File: src/rtl/pipe_hazard_pkg.sv
// pipe_hazard_pkg
// Shared types and helpers for the pipeline hazard / forwarding controller.
//   sb_entry_t  : one scoreboard slot {valid, rd, we, prod_stage}
//   FWD_RF      : forwarding select value meaning "read the register file"
//   fwd_width() : width of a forwarding select / stage index for N stages
// The rd and prod_stage fields are sized for the largest supported
// configuration (REG_ADDR_W <= 8, NUM_STAGES <= 255); narrower users
// zero-extend into them.
package pipe_hazard_pkg;

    localparam int SB_RD_W    = 8;
    localparam int SB_STAGE_W = 8;
    localparam int FWD_RF     = 0;

    typedef struct packed {
        logic                  valid;
        logic [SB_RD_W-1:0]    rd;
        logic                  we;
        logic [SB_STAGE_W-1:0] prod_stage;
    } sb_entry_t;

    // Bits needed to encode 0..num_stages (0 = register file, k = stage k).
    function automatic int fwd_width(input int num_stages);
        return $clog2(num_stages + 1);
    endfunction

endpackage

File: src/rtl/phc_scoreboard.sv
// phc_scoreboard
// Shifting scoreboard of in-flight destination registers for the stages
// after ID (stage 1 = EX ... stage NUM_STAGES = WB).
// Ports:
//   clk, reset          : clock, synchronous active-high reset
//   advance             : shift the scoreboard this cycle (pipeline not frozen)
//   new_entry           : entry that enters stage 1 when advancing
//   rs_a/rs_b, *_used   : ID source registers to look up
//   hit_x               : some in-flight entry writes source x
//   hit_x_stage         : stage of the youngest such entry
//   hit_x_prod          : stage in which that entry's result becomes available
//   inflight_cnt        : number of valid entries
module phc_scoreboard
    import pipe_hazard_pkg::*;
#(
    parameter int REG_ADDR_W    = 3,
    parameter int NUM_STAGES    = 3,
    parameter int ZERO_REG_FREE = 1,
    parameter int CNT_W         = fwd_width(NUM_STAGES)
) (
    input  logic                  clk,
    input  logic                  reset,
    input  logic                  advance,
    input  sb_entry_t             new_entry,
    input  logic [REG_ADDR_W-1:0] rs_a,
    input  logic                  rs_a_used,
    input  logic [REG_ADDR_W-1:0] rs_b,
    input  logic                  rs_b_used,
    output logic                  hit_a,
    output logic [CNT_W-1:0]      hit_a_stage,
    output logic [SB_STAGE_W-1:0] hit_a_prod,
    output logic                  hit_b,
    output logic [CNT_W-1:0]      hit_b_stage,
    output logic [SB_STAGE_W-1:0] hit_b_prod,
    output logic [CNT_W-1:0]      inflight_cnt
);

    sb_entry_t sb [1:NUM_STAGES];

    // A slot is a producer for a source when it is a real, writing
    // instruction targeting that register. Register 0 is hardwired when
    // ZERO_REG_FREE is set, so it never creates a dependency.
    function automatic logic entry_hit(input sb_entry_t e,
                                       input logic [REG_ADDR_W-1:0] rs,
                                       input logic used);
        logic zero_skip;
        zero_skip = (ZERO_REG_FREE != 0) && (rs == '0);
        return used && e.valid && e.we && (e.rd == SB_RD_W'(rs)) && !zero_skip;
    endfunction

    // Shift register: on every non-frozen cycle each slot moves one stage
    // older, the WB slot falls off the end and the new entry lands in EX.
    always_ff @(posedge clk) begin
        if (reset) begin
            for (int s = 1; s <= NUM_STAGES; s++) begin
                sb[s] <= '0;
            end
        end else if (advance) begin
            sb[1] <= new_entry;
            for (int s = 2; s <= NUM_STAGES; s++) begin
                sb[s] <= sb[s-1];
            end
        end
    end

    // Youngest-match search: scan from the oldest stage towards stage 1 so
    // that a younger hit overwrites any older one; the last writer wins.
    always_comb begin
        hit_a       = 1'b0;
        hit_a_stage = '0;
        hit_a_prod  = '0;
        hit_b       = 1'b0;
        hit_b_stage = '0;
        hit_b_prod  = '0;
        for (int s = NUM_STAGES; s >= 1; s--) begin
            if (entry_hit(sb[s], rs_a, rs_a_used)) begin
                hit_a       = 1'b1;
                hit_a_stage = CNT_W'(s);
                hit_a_prod  = sb[s].prod_stage;
            end
            if (entry_hit(sb[s], rs_b, rs_b_used)) begin
                hit_b       = 1'b1;
                hit_b_stage = CNT_W'(s);
                hit_b_prod  = sb[s].prod_stage;
            end
        end
    end

    // Population count of valid slots, including non-writing instructions.
    always_comb begin
        inflight_cnt = '0;
        for (int s = 1; s <= NUM_STAGES; s++) begin
            inflight_cnt = inflight_cnt + CNT_W'(sb[s].valid);
        end
    end

endmodule

File: src/rtl/pipe_hazard_ctrl.sv
// pipe_hazard_ctrl
// Hazard detection and forwarding control for the pipelined core. Tracks
// in-flight destinations in a NUM_STAGES-deep scoreboard and produces
// registered forwarding selects plus same-cycle stall/flush/freeze control.
// Ports:
//   clk, reset                 : clock, synchronous active-high reset
//   id_valid                   : ID holds a real instruction
//   id_rs_a/b, id_rs_a/b_used  : ID source registers and whether they are read
//   id_rd, id_rd_we            : ID destination and its write enable
//   id_is_load                 : ID instruction is a load
//   branch_taken               : taken branch/jump resolved in EX
//   ext_stall                  : freeze the whole pipeline
//   fwd_a, fwd_b               : registered forwarding selects (0 = RF, k = stage k)
//   pc_hold, if_id_hold        : PC / IF-ID write disables
//   if_id_flush                : clear IF/ID
//   id_ex_bubble               : load a NOP into ID/EX
//   inflight_cnt               : number of valid scoreboard entries
// Optional build macro PHC_PERF_CNT_EN adds stall_cycles and flush_cnt,
// saturating 32-bit counters of non-frozen stall and branch-flush cycles.
module pipe_hazard_ctrl
    import pipe_hazard_pkg::*;
#(
    parameter int REG_ADDR_W    = 3,
    parameter int NUM_STAGES    = 3,
    parameter int LOAD_LAT      = 2,
    parameter int ZERO_REG_FREE = 1
) (
    input  logic                             clk,
    input  logic                             reset,
    input  logic                             id_valid,
    input  logic [REG_ADDR_W-1:0]            id_rs_a,
    input  logic [REG_ADDR_W-1:0]            id_rs_b,
    input  logic                             id_rs_a_used,
    input  logic                             id_rs_b_used,
    input  logic [REG_ADDR_W-1:0]            id_rd,
    input  logic                             id_rd_we,
    input  logic                             id_is_load,
    input  logic                             branch_taken,
    input  logic                             ext_stall,
    output logic [fwd_width(NUM_STAGES)-1:0] fwd_a,
    output logic [fwd_width(NUM_STAGES)-1:0] fwd_b,
    output logic                             pc_hold,
    output logic                             if_id_hold,
    output logic                             if_id_flush,
    output logic                             id_ex_bubble,
    output logic [fwd_width(NUM_STAGES)-1:0] inflight_cnt
`ifdef PHC_PERF_CNT_EN
    ,
    output logic [31:0]                      stall_cycles,
    output logic [31:0]                      flush_cnt
`endif
);

    localparam int FWD_W = fwd_width(NUM_STAGES);

    typedef struct packed {
        logic             stall;
        logic [FWD_W-1:0] sel;
    } fwd_dec_t;

    logic                  hit_a;
    logic                  hit_b;
    logic [FWD_W-1:0]      hit_a_stage;
    logic [FWD_W-1:0]      hit_b_stage;
    logic [SB_STAGE_W-1:0] hit_a_prod;
    logic [SB_STAGE_W-1:0] hit_b_prod;
    fwd_dec_t              dec_a;
    fwd_dec_t              dec_b;
    logic                  hazard_stall;
    logic                  frozen;
    logic                  issue;
    sb_entry_t             new_entry;

    // The consumer reaches EX one cycle from now, by which time the producer
    // found at stage s has moved to p = s+1. Past WB the value is already in
    // the register file; past its production stage it can be forwarded from
    // latch p; otherwise the consumer has to wait in ID.
    function automatic fwd_dec_t resolve(input logic hit,
                                         input logic [FWD_W-1:0] stage,
                                         input logic [SB_STAGE_W-1:0] prod);
        fwd_dec_t d;
        int       p;
        d.stall = 1'b0;
        d.sel   = FWD_W'(FWD_RF);
        if (hit) begin
            p = int'(stage) + 1;
            if (p > NUM_STAGES) begin
                d.sel = FWD_W'(FWD_RF);
            end else if (p > int'(prod)) begin
                d.sel = FWD_W'(p);
            end else begin
                d.stall = 1'b1;
            end
        end
        return d;
    endfunction

    phc_scoreboard #(
        .REG_ADDR_W    (REG_ADDR_W),
        .NUM_STAGES    (NUM_STAGES),
        .ZERO_REG_FREE (ZERO_REG_FREE),
        .CNT_W         (FWD_W)
    ) u_scoreboard (
        .clk          (clk),
        .reset        (reset),
        .advance      (!frozen),
        .new_entry    (new_entry),
        .rs_a         (id_rs_a),
        .rs_a_used    (id_rs_a_used),
        .rs_b         (id_rs_b),
        .rs_b_used    (id_rs_b_used),
        .hit_a        (hit_a),
        .hit_a_stage  (hit_a_stage),
        .hit_a_prod   (hit_a_prod),
        .hit_b        (hit_b),
        .hit_b_stage  (hit_b_stage),
        .hit_b_prod   (hit_b_prod),
        .inflight_cnt (inflight_cnt)
    );

    // Per-source forwarding decision and the load-use stall it implies.
    // Only a real instruction in ID can stall the front end.
    always_comb begin
        dec_a        = resolve(hit_a, hit_a_stage, hit_a_prod);
        dec_b        = resolve(hit_b, hit_b_stage, hit_b_prod);
        hazard_stall = id_valid & (dec_a.stall | dec_b.stall);
    end

    // Pipeline control. A freeze dominates everything and suppresses flush
    // and bubble; a taken branch dominates a hazard because the ID
    // instruction is being discarded anyway.
    always_comb begin
        frozen       = ext_stall;
        issue        = !frozen & id_valid & !hazard_stall & !branch_taken;
        pc_hold      = frozen | (hazard_stall & !branch_taken);
        if_id_hold   = frozen | (hazard_stall & !branch_taken);
        if_id_flush  = !frozen & branch_taken;
        id_ex_bubble = !frozen & (branch_taken | hazard_stall);
    end

    // Entry pushed into stage 1: the ID instruction when it issues,
    // otherwise an all-zero (invalid) bubble.
    always_comb begin
        new_entry = '0;
        if (issue) begin
            new_entry.valid      = 1'b1;
            new_entry.rd         = SB_RD_W'(id_rd);
            new_entry.we         = id_rd_we;
            new_entry.prod_stage = id_is_load ? SB_STAGE_W'(LOAD_LAT) : SB_STAGE_W'(1);
        end
    end

    // Forwarding selects follow the instruction into EX, so they are
    // captured on the same edge that moves it there. A bubble or flush
    // carries no operands and gets the register-file select.
    always_ff @(posedge clk) begin
        if (reset) begin
            fwd_a <= FWD_W'(FWD_RF);
            fwd_b <= FWD_W'(FWD_RF);
        end else if (!frozen) begin
            fwd_a <= issue ? dec_a.sel : FWD_W'(FWD_RF);
            fwd_b <= issue ? dec_b.sel : FWD_W'(FWD_RF);
        end
    end

`ifdef PHC_PERF_CNT_EN
    // Saturating performance counters; frozen cycles are not counted.
    always_ff @(posedge clk) begin
        if (reset) begin
            stall_cycles <= '0;
            flush_cnt    <= '0;
        end else if (!frozen) begin
            if (hazard_stall && (stall_cycles != '1)) begin
                stall_cycles <= stall_cycles + 32'd1;
            end
            if (branch_taken && (flush_cnt != '1)) begin
                flush_cnt <= flush_cnt + 32'd1;
            end
        end
    end
`endif

endmodule
File: config.mk
export PLATFORM = sky130hd
export DESIGN_NAME = pipe_hazard_ctrl
export DESIGN_NICKNAME = d
export VERILOG_FILES = /design/src/rtl/pipe_hazard_pkg.sv /design/src/rtl/phc_scoreboard.sv /design/src/rtl/pipe_hazard_ctrl.sv
export SDC_FILE = /design/constraint.sdc
export NUM_CORES = 1
export LEC_CHECK = 0
export CAP_MARGIN = 20
export CORE_ASPECT_RATIO = 1.25
export CORE_MARGIN = 5
export CORE_UTILIZATION = 55
export DETAILED_ROUTE_END_ITERATION = 7
export DONT_BUFFER_PORTS = 1
export PLACE_DENSITY_LB_ADDON = 0.25
export SETUP_SLACK_MARGIN = 0.4
export SLEW_MARGIN = 20
export SYNTH_ARGS = -nofsm -noshare
export SYNTH_HDL_FRONTEND = slang
export SYNTH_SLANG_ARGS = --single-unit
File: constraint.sdc
create_clock -name clk -period 3.6 [get_ports clk]
set_clock_uncertainty 0.05 [all_clocks]
set_input_delay 0.18 -clock clk [delete_from_list [all_inputs] [get_ports clk]]
set_output_delay 0.18 -clock clk [all_outputs]
set_load 0.005 [all_outputs]
==> metrics.md <==
| Metric | Value |
|---|---|
| Status | `finished clean` |
| Worst Path Class, Setup | `register to primary output` |
| CP bufs+invs | `0` |
| Post-Syn Area | `0.001667 sq mm` |
| Reg area | `710.7 sq um` |
| Total gr overflow | `0` |
| Yosys cell types | `43` |
| Pin count of the biggest net entering global routing | `22` |
| Cell row count | `22` |
| Layout cells sized above 1 | `0.2865` |
| Post-DRT Antenna Nets | `0` |
| Core Area | `0.002918 sq mm` |
| H-tree levels | `1` |
| Wire per inst | `18.95 um` |
| Power per cell area | `257.1 mW/mm^2` |
| Worst EP arrival | `3.21 ns` |
| Fin. max-slew vios | `0` |
| Clock Sinks | `25` |
| Root buf cell | `clkbuf_4` |
| Relative slew slack | `0.4717` |
| Crit Path Max Fanout | `5` |
| Clock Pin Slew Worst Setup and Hold Paths | `0.14 ns` |
| FMAX | `290.6 MHz` |
| Synthesis-to-layout area growth | `26.65%` |
| CTS Buf Count | `3` |
| Met2 usage in global routing | `0.3560` |
| Detailed Route WL | `4.321 mm` |
| Final min period | `3.441 ns` |
| Setup violations, final | `0` |
| DRC | `0` |
| HPWL Detailed | `2.926 mm` |
| Via count | `1,431` |
| All-Layer GR Usage | `0.2065` |
| Synth Register Bits | `25` |
| Sequential area share after synthesis | `0.4264` |
| Clk_lat worst skew | `0.32 ns` |
| Nets | `220` |
| Most common cell after layout, fill and taps aside | `buf_4` |
| TritonRoute pass-1 iters | `4` |
| Starting density of the core | `0.5712` |
| GR peak layer | `met2` |
| Number of synthesis warnings | `0` |
| Chip height | `71.55 um` |
| Die Wd | `59.24 um` |
| First-pass GRT wire length | `6.589 mm` |
| Met1 Use GR | `0.2517` |
| Vias per cell | `6.276` |
| Setup repair after global routing missed its margin | `true` |
| Startpoint Class | `register` |
| Total die area | `0.004238 sq mm` |
| Longest Clk Path Bufs | `2` |
| Total negative setup slack | `0 ns` |
| Worst path required time | `3.37 ns` |
| Number of flops mapped to enable cells by yosys | `21` |
| Vias in the first global route | `1,400` |
| WHS | `0.01612 ns` |
| Commonest cells after routing, fill and taps aside | `buf_4 (22), edfxtp_1 (21), and2_1 (17)` |
| Max VDD drop | `0.2722 mV` |
| Area taken by multi-input logic gates | `0.001075 sq mm` |
| Leakage power | `0.8648 nW` |
| Core Util, Final | `0.7234` |
| Initial antenna violation count | `0` |
| Top_reg_cell synth | `edfxtp_1` |
| FILL cells | `221` |
| Crit-path cells | `or3b_1 -> a211o_1 -> a211o_4 -> nor2b_4 -> ha_4 -> ha_4 -> nor2b_4 -> o21ai_2 -> nand3b_1 -> a31oi_4 -> a21oi_2 -> o21bai_2` |
| Number of max-cap violations | `0` |
| Drt initial violations | `89` |
| CP Capture Type | `primary output` |
| Syn Inst Count | `163` |
| Least-Margin Pin Slew | `0.7916 ns` |
| Post-Syn Nets | `190` |
| Placed Cells incl. Taps | `197` |
| Met3 GRT Util | `0.04144` |
| Period utilisation layout | `0.9560` |
| CP max stage delay | `0.40 ns` |
| I/O pins | `28` |
| FFs w/ async S/R, synth | `0` |
| Critical path's top delay family | `compound AO/OA/AOI/OAI gates` |
| CTS tree | `yes` |
| Avg Cell Area, Syn | `10.22 sq um` |
| Hold Vio Cnt, Final | `0` |
| GPL Wtd Cong | `0.9175` |
| CP max stage cell | `edfxtp_1` |
| Hold Path Class | `primary input to register` |
| Inserted Diodes | `0` |
| Final Instance Count excl. Fillers | `228` |
| Port bufs | `0` |
-- registers in the layout, summed over array words and instances (netlist names) --
| name | cells |
|---|---|
| fwd_a | 2 |
| fwd_b | 2 |
| u_scoreboard.sb | 21 |
-- power by group --
part | total (mW) | switching [mW] | leakage, nW | internal, mW
combinational | 0.0714 | 0.0355 | 0.586 | 0.0359
clock | 0.126 | 0.0826 | 0.0150 | 0.0433
sequential | 0.345 | 0.0155 | 0.263 | 0.330
total | 0.543 | 0.134 | 0.865 | 0.409
-- logic make-up (layout without fill, tap and decap cells) --
group / Yosys count / count (layout) / synth area share
xor gates and xnor gates: 12 / 12 / 0.06306
buffers and inverters: 9 / 38 / 0.02703
AOI/OAI and AO/OA: 35 / 35 / 0.1689
and+or+nand+nor: 71 / 71 / 0.2305
adders and majority gates: 9 / 9 / 0.07207
muxes: 2 / 2 / 0.01201
DFF: 25 / 25 / 0.4264
-- cell usage after synthesis (3+ instances only) --
| library cell | number | area (sq um) |
|---|---|---|
| dfxtp_1 | 4 | 80.08 |
| nor3_1 | 3 | 15.01 |
| nand2_1 | 12 | 45.04 |
| xnor2_1 | 6 | 52.55 |
| edfxtp_1 | 21 | 630.6 |
| nand3_1 | 9 | 45.04 |
| nor2b_1 | 6 | 37.54 |
| ha_1 | 8 | 100.1 |
| inv_1 | 5 | 18.77 |
| a32o_1 | 4 | 40.04 |
| nor2_1 | 11 | 41.29 |
| o21ai_0 | 9 | 45.04 |
| and3_1 | 4 | 25.02 |
| a21oi_1 | 4 | 20.02 |
| xor2_1 | 6 | 52.55 |
| and2_1 | 17 | 106.4 |
-- what timing repair did --
| item | 4_1_cts | 5_1_grt |
|---|---|---|
| endpoints found under the hold margin | 4 | 3 |
| resized for setup | 12 | 9 |
| setup buffers | 17 | 3 |
| setup endpoints to repair | 14 | 14 |
| hold buffers | 4 | 3 |
| pin swaps | 22 | 12 |
-- area by class of cell --
type	instances	area share
repair buffers	29	0.1114
flip-flops and latches	25	0.3367
clock buffers	4	0.01245
inverters	5	0.008892
well taps	36	0.02134
multi-input cells	129	0.5092
-- per-layer routing --
layer	up-vias	part of all wire
li1	656	-
met3	22	0.064
met4	0	0.040
met2	58	0.51
met1	695	0.39
met5	-	0
-- stage by stage --
stage	total power [mW]	cell area [sq um]	setup slack (ns)
2_1_floorplan	0.3941	1725	0.3354
3_3_place_gp	0.4023	1759	0.2821
3_5_place_dp	0.4060	1759	0.03090
4_1_cts	0.5377	2012	0.1843
5_1_grt	0.5672	2111	-0.04825
6_report	0.5426	2111	0.1585
-- worst paths after layout --
kind | depth (start not counted) | slack (ns) | from | to
setup reg to reg | 15 | 0.20 | u_scoreboard.sb[0][64]$_SDFFCE_PN0P_ | u_scoreboard.sb[0][18]$_SDFFCE_PN0P_
hold / removal | 1 | 0.02 | id_rd[0] | u_scoreboard.sb[0][27]$_SDFFCE_PN0P_
hold reg to reg | 1 | 0.47 | fwd_a[0]$_SDFFE_PP0N_ | fwd_a[0]$_SDFFE_PP0N_
setup / recovery | 12 | 0.16 | u_scoreboard.sb[0][29]$_SDFFCE_PN0P_ | pc_hold
No activity file was read; power rests on OpenSTA's default activity.
